===== config.mk =====
export PLATFORM = sky130hd
export DESIGN_NAME = taylor_mc
export DESIGN_NICKNAME = d
export VERILOG_FILES = /design/src/rtl/taylor_pkg.sv /design/src/rtl/taylor_regfile.sv /design/src/rtl/taylor_mc.sv
export SDC_FILE = /design/constraint.sdc
export NUM_CORES = 2
export LEC_CHECK = 0
export ABC_AREA = 1
export CORE_AREA = 2 2 427 429
export DETAILED_ROUTE_END_ITERATION = 8
export DIE_AREA = 0 0 429 431
export PLACE_DENSITY = 0.58
export SLEW_MARGIN = 20
export SYNTH_ARGS = -nofsm -noshare
export SYNTH_HDL_FRONTEND = slang
export SYNTH_SLANG_ARGS = --single-unit
export TNS_END_PERCENT = 1

===== constraint.sdc =====
create_clock -name clk -period 4.2 [get_ports clk]
set_clock_uncertainty 0.1 [all_clocks]
set_input_delay 1.05 -clock clk [delete_from_list [all_inputs] [get_ports clk]]
set_output_delay 1.05 -clock clk [all_outputs]
set_load 0.05 [all_outputs]

===== src/rtl/taylor_pkg.sv =====
// Shared definitions for the taylor_mc multi-cycle MIPS core:
// opcodes, funct codes, FSM states, instruction classes and the ALU.
package taylor_pkg;

  localparam logic [5:0] OP_RTYPE = 6'h00;
  localparam logic [5:0] OP_J     = 6'h02;
  localparam logic [5:0] OP_BEQ   = 6'h04;
  localparam logic [5:0] OP_BNE   = 6'h05;
  localparam logic [5:0] OP_ADDI  = 6'h08;
  localparam logic [5:0] OP_SLTI  = 6'h0A;
  localparam logic [5:0] OP_ANDI  = 6'h0C;
  localparam logic [5:0] OP_ORI   = 6'h0D;
  localparam logic [5:0] OP_LW    = 6'h23;
  localparam logic [5:0] OP_SW    = 6'h2B;
  localparam logic [5:0] OP_HALT  = 6'h3F;

  localparam logic [5:0] FN_SLL = 6'h00;
  localparam logic [5:0] FN_SRL = 6'h02;
  localparam logic [5:0] FN_ADD = 6'h20;
  localparam logic [5:0] FN_SUB = 6'h22;
  localparam logic [5:0] FN_AND = 6'h24;
  localparam logic [5:0] FN_OR  = 6'h25;
  localparam logic [5:0] FN_SLT = 6'h2A;

  typedef enum logic [2:0] {S_FETCH, S_DECODE, S_EXEC, S_MEM, S_WB, S_HALT} state_t;

  typedef enum logic [2:0] {ALU_ADD, ALU_SUB, ALU_AND, ALU_OR, ALU_SLT, ALU_SLL, ALU_SRL} alu_op_t;

  typedef enum logic [3:0] {
    C_ALU_R, C_ALU_I, C_LOAD, C_STORE, C_BEQ, C_BNE, C_JUMP, C_HALT, C_ILLEGAL
  } iclass_t;

  // Shifts operate on the rt operand (b), matching MIPS sll/srl.
  function automatic logic [31:0] alu_eval(alu_op_t op, logic [31:0] a, logic [31:0] b,
                                           logic [4:0] shamt);
    case (op)
      ALU_SUB: return a - b;
      ALU_AND: return a & b;
      ALU_OR:  return a | b;
      ALU_SLT: return ($signed(a) < $signed(b)) ? 32'd1 : 32'd0;
      ALU_SLL: return b << shamt;
      ALU_SRL: return b >> shamt;
      default: return a + b;
    endcase
  endfunction

endpackage


===== src/rtl/taylor_regfile.sv =====
// Register file for taylor_mc: two asynchronous read ports, one synchronous
// write port, register 0 always reads as zero.
module taylor_regfile
  #(parameter int NREGS = 32)
  (input  logic        clk,
   input  logic        rst,
   input  logic [4:0]  raddr_a,
   input  logic [4:0]  raddr_b,
   output logic [31:0] rdata_a,
   output logic [31:0] rdata_b,
   input  logic        we,
   input  logic [4:0]  waddr,
   input  logic [31:0] wdata);

  logic [31:0] regs [NREGS];

  always_ff @(posedge clk or negedge rst) begin
    if (!rst) begin
      for (int i = 0; i < NREGS; i++) regs[i] <= '0;
    end else if (we && waddr != 5'd0) begin
      regs[waddr] <= wdata;
    end
  end

  assign rdata_a = (raddr_a == 5'd0) ? 32'd0 : regs[raddr_a];
  assign rdata_b = (raddr_b == 5'd0) ? 32'd0 : regs[raddr_b];

endmodule


===== src/rtl/taylor_mc.sv =====
// Multi-cycle MIPS core top: FETCH/DECODE/EXEC/MEM/WB/HALT FSM sharing one ALU
// and one data-memory port. Define TAYLOR_PERF_EN to build cycle/retire counters.
module taylor_mc
  import taylor_pkg::*;
  #(parameter int ADDR_W = 12,
    parameter logic [ADDR_W-1:0] RESET_PC = '0,
    parameter int NREGS = 32)
  (input  logic              clk,
   input  logic              rst,
   output logic [ADDR_W-1:0] imem_addr,
   input  logic [31:0]       imem_rdata,
   output logic              dmem_req,
   output logic              dmem_we,
   output logic [ADDR_W-1:0] dmem_addr,
   output logic [31:0]       dmem_wdata,
   input  logic [31:0]       dmem_rdata,
   input  logic              dmem_ready,
   output logic              retire,
   output logic [ADDR_W-1:0] retire_pc,
   output logic              illegal,
   output logic              halted,
   output logic [31:0]       cyc_cnt,
   output logic [31:0]       ret_cnt);

  state_t state, next_state;
  logic [ADDR_W-1:0] pc, cur_pc, br_target, j_target;
  logic [31:0] ir, a_reg, b_reg, alu_out, mdr;
  logic [31:0] sext_imm, zext_imm, alu_b, alu_res, rs_data, rt_data;
  logic [5:0] opcode, funct;
  logic [4:0] rs, rt, rd, shamt;
  iclass_t iclass;
  alu_op_t alu_op;
  logic use_zext, take_branch, rf_we;

  assign opcode   = ir[31:26];
  assign rs       = ir[25:21];
  assign rt       = ir[20:16];
  assign rd       = ir[15:11];
  assign shamt    = ir[10:6];
  assign funct    = ir[5:0];
  assign sext_imm = {{16{ir[15]}}, ir[15:0]};
  assign zext_imm = {16'd0, ir[15:0]};

  // Instruction classification; anything not listed falls through as illegal.
  always_comb begin
    iclass   = C_ILLEGAL;
    alu_op   = ALU_ADD;
    use_zext = 1'b0;
    case (opcode)
      OP_RTYPE: begin
        iclass = C_ALU_R;
        case (funct)
          FN_ADD:  alu_op = ALU_ADD;
          FN_SUB:  alu_op = ALU_SUB;
          FN_AND:  alu_op = ALU_AND;
          FN_OR:   alu_op = ALU_OR;
          FN_SLT:  alu_op = ALU_SLT;
          FN_SLL:  alu_op = ALU_SLL;
          FN_SRL:  alu_op = ALU_SRL;
          default: iclass = C_ILLEGAL;
        endcase
      end
      OP_ADDI: iclass = C_ALU_I;
      OP_SLTI: begin iclass = C_ALU_I; alu_op = ALU_SLT; end
      OP_ANDI: begin iclass = C_ALU_I; alu_op = ALU_AND; use_zext = 1'b1; end
      OP_ORI:  begin iclass = C_ALU_I; alu_op = ALU_OR;  use_zext = 1'b1; end
      OP_LW:   iclass = C_LOAD;
      OP_SW:   iclass = C_STORE;
      OP_BEQ:  iclass = C_BEQ;
      OP_BNE:  iclass = C_BNE;
      OP_J:    iclass = C_JUMP;
      OP_HALT: iclass = C_HALT;
      default: iclass = C_ILLEGAL;
    endcase
  end

  assign alu_b       = (iclass == C_ALU_R) ? b_reg : (use_zext ? zext_imm : sext_imm);
  assign alu_res     = alu_eval(alu_op, a_reg, alu_b, shamt);
  assign take_branch = ((iclass == C_BEQ) && (a_reg == b_reg)) ||
                       ((iclass == C_BNE) && (a_reg != b_reg));
  // pc already points past the branch when EXEC runs.
  assign br_target   = pc + ADDR_W'({sext_imm[29:0], 2'b00});
  assign j_target    = ADDR_W'({4'(32'(pc) >> 28), ir[25:0], 2'b00});

  assign rf_we = (state == S_WB);

  taylor_regfile #(.NREGS(NREGS)) u_regfile (
    .clk     (clk),
    .rst     (rst),
    .raddr_a (rs),
    .raddr_b (rt),
    .rdata_a (rs_data),
    .rdata_b (rt_data),
    .we      (rf_we),
    .waddr   ((iclass == C_ALU_R) ? rd : rt),
    .wdata   ((iclass == C_LOAD) ? mdr : alu_out)
  );

  always_ff @(posedge clk or negedge rst) begin
    if (!rst) state <= S_FETCH;
    else      state <= next_state;
  end

  always_comb begin
    next_state = state;
    case (state)
      S_FETCH:  next_state = S_DECODE;
      S_DECODE: next_state = S_EXEC;
      S_EXEC: begin
        case (iclass)
          C_ALU_R, C_ALU_I: next_state = S_WB;
          C_LOAD, C_STORE:  next_state = S_MEM;
          C_HALT:           next_state = S_HALT;
          default:          next_state = S_FETCH;
        endcase
      end
      S_MEM:    if (dmem_ready) next_state = (iclass == C_STORE) ? S_FETCH : S_WB;
      S_WB:     next_state = S_FETCH;
      default:  next_state = S_HALT;
    endcase
  end

  // Datapath registers and the registered retire/illegal pulses.
  always_ff @(posedge clk or negedge rst) begin
    if (!rst) begin
      pc        <= RESET_PC;
      cur_pc    <= RESET_PC;
      ir        <= '0;
      a_reg     <= '0;
      b_reg     <= '0;
      alu_out   <= '0;
      mdr       <= '0;
      retire    <= 1'b0;
      retire_pc <= '0;
      illegal   <= 1'b0;
    end else begin
      retire  <= 1'b0;
      illegal <= 1'b0;
      case (state)
        S_FETCH: begin
          ir     <= imem_rdata;
          cur_pc <= pc;
          pc     <= pc + ADDR_W'(4);
        end
        S_DECODE: begin
          a_reg <= rs_data;
          b_reg <= rt_data;
        end
        S_EXEC: begin
          alu_out <= alu_res;
          if (take_branch)         pc <= br_target;
          else if (iclass == C_JUMP) pc <= j_target;
          if (iclass inside {C_BEQ, C_BNE, C_JUMP, C_HALT, C_ILLEGAL}) begin
            retire    <= 1'b1;
            retire_pc <= cur_pc;
            illegal   <= (iclass == C_ILLEGAL);
          end
        end
        S_MEM: begin
          if (dmem_ready) begin
            if (iclass == C_STORE) begin
              retire    <= 1'b1;
              retire_pc <= cur_pc;
            end else begin
              mdr <= dmem_rdata;
            end
          end
        end
        S_WB: begin
          retire    <= 1'b1;
          retire_pc <= cur_pc;
        end
        default: ;
      endcase
    end
  end

  assign imem_addr  = pc;
  assign dmem_req   = (state == S_MEM);
  assign dmem_we    = (state == S_MEM) && (iclass == C_STORE);
  assign dmem_addr  = {alu_out[ADDR_W-1:2], 2'b00};
  assign dmem_wdata = b_reg;
  assign halted     = (state == S_HALT);

`ifdef TAYLOR_PERF_EN
  logic [31:0] cyc_q, ret_q;

  always_ff @(posedge clk or negedge rst) begin
    if (!rst) begin
      cyc_q <= '0;
      ret_q <= '0;
    end else begin
      cyc_q <= cyc_q + 32'd1;
      ret_q <= ret_q + 32'(retire);
    end
  end

  assign cyc_cnt = cyc_q;
  assign ret_cnt = ret_q;
`else
  assign cyc_cnt = '0;
  assign ret_cnt = '0;
`endif

endmodule


# After elaboration in Yosys (flattened, before gate mapping)
# Index checks and enable logic that the tools add are counted.
# W data, S select, Z words.
# totals
regBits	1225
in_bits	67
out_inout_bits	137
elab_cells	164
# op_classes
n_addsub	4
order_cmp	5
eq_ne	41
shift	2
mux	39
bitwise	6
reduce_logical	24
# ops
operator	n
$bwmux W1024	1
$bmux W32 S5	2
$mux W32	10
$pmux W32 S6	1
$demux W32 S5	1
$mux W12	5
$eq A6 B6 Y1 const B	8
$pmux W12 S3	1
$add A32 B32 Y32	1
$and A32 B32 Y32	1
$eq A32 B32 Y1	1
$lt A32 B32 Y1	1
$ne A32 B32 Y1	1
$or A32 B32 Y32	1
$pmux W4 S8	1
$shl A32 B5 Y32	1
$shr A32 B5 Y32	1
$sub A32 B32 Y32	1
$eq A6 B4 Y1 const B	4
$pmux W12 S2	1
$ge A6 B6 Y1 const B	3
$not A5 Y6	3
$pmux W3 S6	1
$eq A4 B3 Y1 const B	4
other kinds (38)	66

# Depth between registers and ports, before layout
# depth
depth_word	12
depth_mapped	32
mapped_depth_nobuf	30

# Modules after synthesis
# From an unflattened synthesis, not the netlist that was laid out.
# unflattened
hier_cells	11108
hier_area_um2	76962.6
# modules_own_cells
module	n_inst	cells_per_inst	area_each_um2	seq_area_each_um2
taylor_regfile	1	8302	58770.1	25624.6
taylor_mc	1	2806	18192.4	4879.7

# Least setup slack after synthesis
# Ideal clock, no wire load.
# synth_path
kind	register to register
start	register ir[29]
end	register alu_out[29]
setup_time_ns	0.113
arrival_ns	3.982
required_time_ns	3.987
slack_ns	0.005
path_stages_with_launch	30
path_buffers	2
synth_period_minus_slack_ns	4.195
cell_sequence	dfrtp_1 > nand2_1 > inv_2 > nand3_1 > nand2_1 > nor2_1 > nand3_2 > nor2_8 > buf_6 > buf_2 > nand2_1 > nand2_1 > inv_1 > ha_1 > or2_2 > o21ai_0 > a21oi_1 > o21ai_0 > nand3_1 > nand3_1 > a21o_1 > nand2_1 > nand2_1 > nand2_1 > nand2_1 > nor2_1 > nor2_1 > nand3b_1 > nand2_1 > inv_1
# synth_between
elab_chain_cells	7
elab_cells_between_ends	32
cone_classes	add/sub (2); eq/ne (16); shift (2); mux (6); bitwise (2); reduce/logical (4)
# synth_lines
element	line_no	text
from (decl)	taylor_mc.sv:27	logic [31:0] ir, a_reg, b_reg, alu_out, mdr;
from (signal assigned)	taylor_mc.sv:141	ir <= imem_rdata;
$eq A6 B4 Y1	taylor_mc.sv:49	case (opcode)
$reduce_or A4 Y1 (no line) / $reduce_or A2 Y1 (equally long branches)	-	
$pmux W4 S8 / $mux W1 (equally long branches)	taylor_mc.sv:49	
$logic_not A4 Y1 / $mux W32 (equally long branches)	taylor_mc.sv:77	assign alu_b = (iclass == C_ALU_R) ? b_reg : (use_zext ? zext_imm : sext_imm);
$mux W32	taylor_mc.sv:77	
$add A32 B32 Y32, or another cell as far along	taylor_pkg.sv:43	default: return a + b;
$pmux W32 S6 (*)	taylor_pkg.sv:36	case (op)
to (signal assigned)	taylor_mc.sv:150	alu_out <= alu_res;
to (decl)	taylor_mc.sv:27	
# Every way passes the cells marked *; elsewhere a longest branch is shown, timed or not.
# A chain may end at the register's enable or synchronous reset.

# Final worst setup path
# layout_path
start	register ir[31]
end	register alu_out[27]
# Same word-level chain as after synthesis.

==> results.json <==
{
  "largest_register_ffs": 1024,
  "clk_latency_ps": 830,
  "crit_arrival_ps": 4750,
  "syn_to_final_growth_pct": 18.0,
  "synth_compound_area_frac": 0.244,
  "synth_top_area_share": 0.424,
  "fin_cells": 12400,
  "rsz0062_at_grt": "true",
  "fill_cells": 17800,
  "layout-drive-gt1-share": 0.124,
  "fin_crit_sh": 0.986,
  "postCtsHoldBufs": 0,
  "hold_viol_final": 0,
  "die_w_um": 429,
  "dp_hpwl_mm": 210,
  "ys.flop_type": "dfrtp_1",
  "power_w": 0.0832,
  "ant_nets": 0,
  "first_pass_iters": 9,
  "wl_met1_mm": 132,
  "vias_per_cell": 6.01,
  "slowest_stage": "dfrtp_1",
  "maxSlewViolCount": 0,
  "cts_buffers": 146,
  "path_clk_slew_ps": 60,
  "placed_cell_area_um2": 78600,
  "synth_edf_count": 0,
  "path_max_fanout": 8,
  "max_slew_margin": 0.186,
  "ys_top_cells_by_area": "dfrtp_1 (42%), nand2_1 (12%), o21ai_0 (12%)",
  "place_congestion": 1.01,
  "ys_ff_latch": 1219,
  "dp_cells": 12100,
  "ys_seq_area_frac": 0.424,
  "top_register": "u_regfile.regs",
  "initial_core_util": 0.399,
  "grt_first_pass_wirelength_mm": 476,
  "yosysWarningCount": 0,
  "clock_path_buffers": 3,
  "final-seq-area_um2": 30500,
  "violations": "DRC",
  "synth_top_area_cell": "dfrtp_1",
  "antenna_found_initial": 26,
  "layout_common_cells": "nand2_1 (2320), o21ai_0 (1715), dfrtp_1 (1199), nor2_1 (622), inv_1 (537)",
  "synth_fa_ha_area_frac": 0.0195,
  "cp_slowest_stage_delay_ps": 410,
  "drt_iter0_markers": 10700,
  "status": "finished with violations",
  "start_kind": "flip-flop",
  "clkSinkCount": 1219,
  "crit_start": "ir[31]",
  "worstSetupEndpointType": "flip-flop",
  "setup_ws_ps": 58.9,
  "final_area_um2": 84800,
  "crit_required_ps": 4810,
  "grt.total_usage": 0.346,
  "grt_max_degree": 154,
  "synth_xor_area_frac": 0.00573,
  "routed.top_layer": "met5",
  "fin_hold_ws_ps": 62.1,
  "nets": 10100,
  "async_reset_ff_frac": 1.00,
  "rows": 156,
  "drt_wl_total_mm": 329,
  "io_pins": 204,
  "synth_top_family_by_area": "compound AO/OA/AOI/OAI gates",
  "rr_worst_depth": 25,
  "routedWlPerCell_um": 26.4,
  "tritoncts": "yes",
  "power.leakage_nw": 37.1,
  "die_h_um": 431,
  "worst_pin_slew_ps": 1200,
  "fmax_mhz": 241,
  "vias": 74700,
  "hp-class": "in -> async",
  "power.density_nw_per_um2": 981,
  "io_buffers": 133,
  "drcViolationCount": 1,
  "mostFrequentLayoutCell": "nand2_1",
  "ctsHtreeMaxLevel": 4,
  "multi_input_area_um2": 37000,
  "overflow": 0,
  "syn_area_um2": 71900,
  "setup_violations": 0,
  "wl_met3_mm": 34.5,
  "coreArea_um2": 180000,
  "pre_cts_slack_ps": -359,
  "cap_violations": 0,
  "cts-root-buf": "clkbuf_16",
  "peakVddDrop_mv": 0.531,
  "synth-simple-area-share": 0.212,
  "grt_pass1_vias": 68800,
  "met2_wirelength_mm": 142,
  "r2r-start": "ir[31]",
  "die_area_um2": 185000,
  "muxShareOfSynthArea": 0.00961,
  "post_synth_num_cell_types": 61,
  "synth_cells": 9897,
  "syn_avg_cell_area_um2": 7.26,
  "period_minus_slack_ps": 4140,
  "critPathKind": "reg -> reg"
}
[cells in the mapped netlist, types with 5 or more instances]
library cell,count
a21oi_1,436
buf_6,5
clkinv_1,8
inv_1,557
a32o_1,43
buf_4,81
nand2_2,19
xnor2_1,17
nor4_1,9
a32oi_1,32
o21ai_1,483
nand4_1,94
o21ai_0,1767
mux2i_1,33
o31ai_1,5
inv_2,12
a31oi_1,21
dfrtp_1,1219
nand2_1,2359
o22ai_1,202
nand3_1,497
o211ai_1,75
o21bai_1,5
mux2_2,32
or2_2,21
xor2_1,30
nor2_1,663
a21boi_0,7
nand3b_1,9
buf_2,36
buf_1,70
nor3_1,19
clkbuf_1,744
ha_1,107
o221ai_1,49
a221oi_1,79
[logic make-up (layout without fill, tap and decap cells)]
family          after synthesis  count (layout)
simple gates               3716            3716
compound gates             3225            3225
buf+inv                    1514            1599
flops                      1219            1219
fa+ha+maj                   110             110
mux                          65              65
xor+xnor                     47              47
other cells                   1              78
[worst paths after layout]
kind,end,slack (ps)
max,alu_out[27],60
min,u_regfile.regs[236],60
max reg2reg,alu_out[27],60
min reg2reg,u_regfile.regs[992],280
max in group asynchronous,ir[19],2800
min in group clk,u_regfile.regs[992],280
[routing by layer]
layer | track usage | vias to the layer above
met3 | 0.0727 | 941
li1 | - | 33400
met2 | 0.525 | 4436
met4 | 0.184 | 26
met1 | 0.464 | 35900
met5 | 0 | -
[cell type report]
cell class                 count  area share
sequential                  1219       0.360
clock buffer                 211      0.0493
tap                         2370      0.0350
clock inverter                49     0.00730
inverter                     578      0.0259
antenna                        8    0.000236
multi-input combinational   7233       0.437
timing repair buffer         761      0.0853
[stage by stage]
stage / utilization / setup TNS [ps]
after floorplan: - / 0
after global placement: 0.436 / -5570
after detailed placement: 0.436 / -5700
after CTS: 0.464 / -900
after global routing: 0.471 / -1990
final: 0.471 / 0
[where the power goes]
part | leakage [nW] | internal (W) | switching [W] | total [W]
Combinational | 18.2 | 0.0170 | 0.0336 | 0.0506
Sequential | 16.5 | 0.0157 | 0.00392 | 0.0196
Clock | 2.35 | 0.00741 | 0.00556 | 0.0130
[worst max-delay path, delay by kind of cell (launching register included)]
kind / cells / cell delay, ps
XOR/XNOR: 1 / 160
flip-flops: 1 / 410
AO/OA/AOI/OAI: 6 / 970
buffers and inverters: 8 / 950
AND/OR/NAND/NOR: 9 / 1210
adder cells (fa/ha/maj): 1 / 210
[what timing repair did]
action / CTS / global route
buffers inserted: 3 / 21
resized for setup: 38 / 285
endpoints found under the hold margin: 0 / 0
gates cloned: 0 / 2
pin swaps: 5 / 71
setup endpoints to repair: 25 / 35
(Power assumes the default switching activity.)
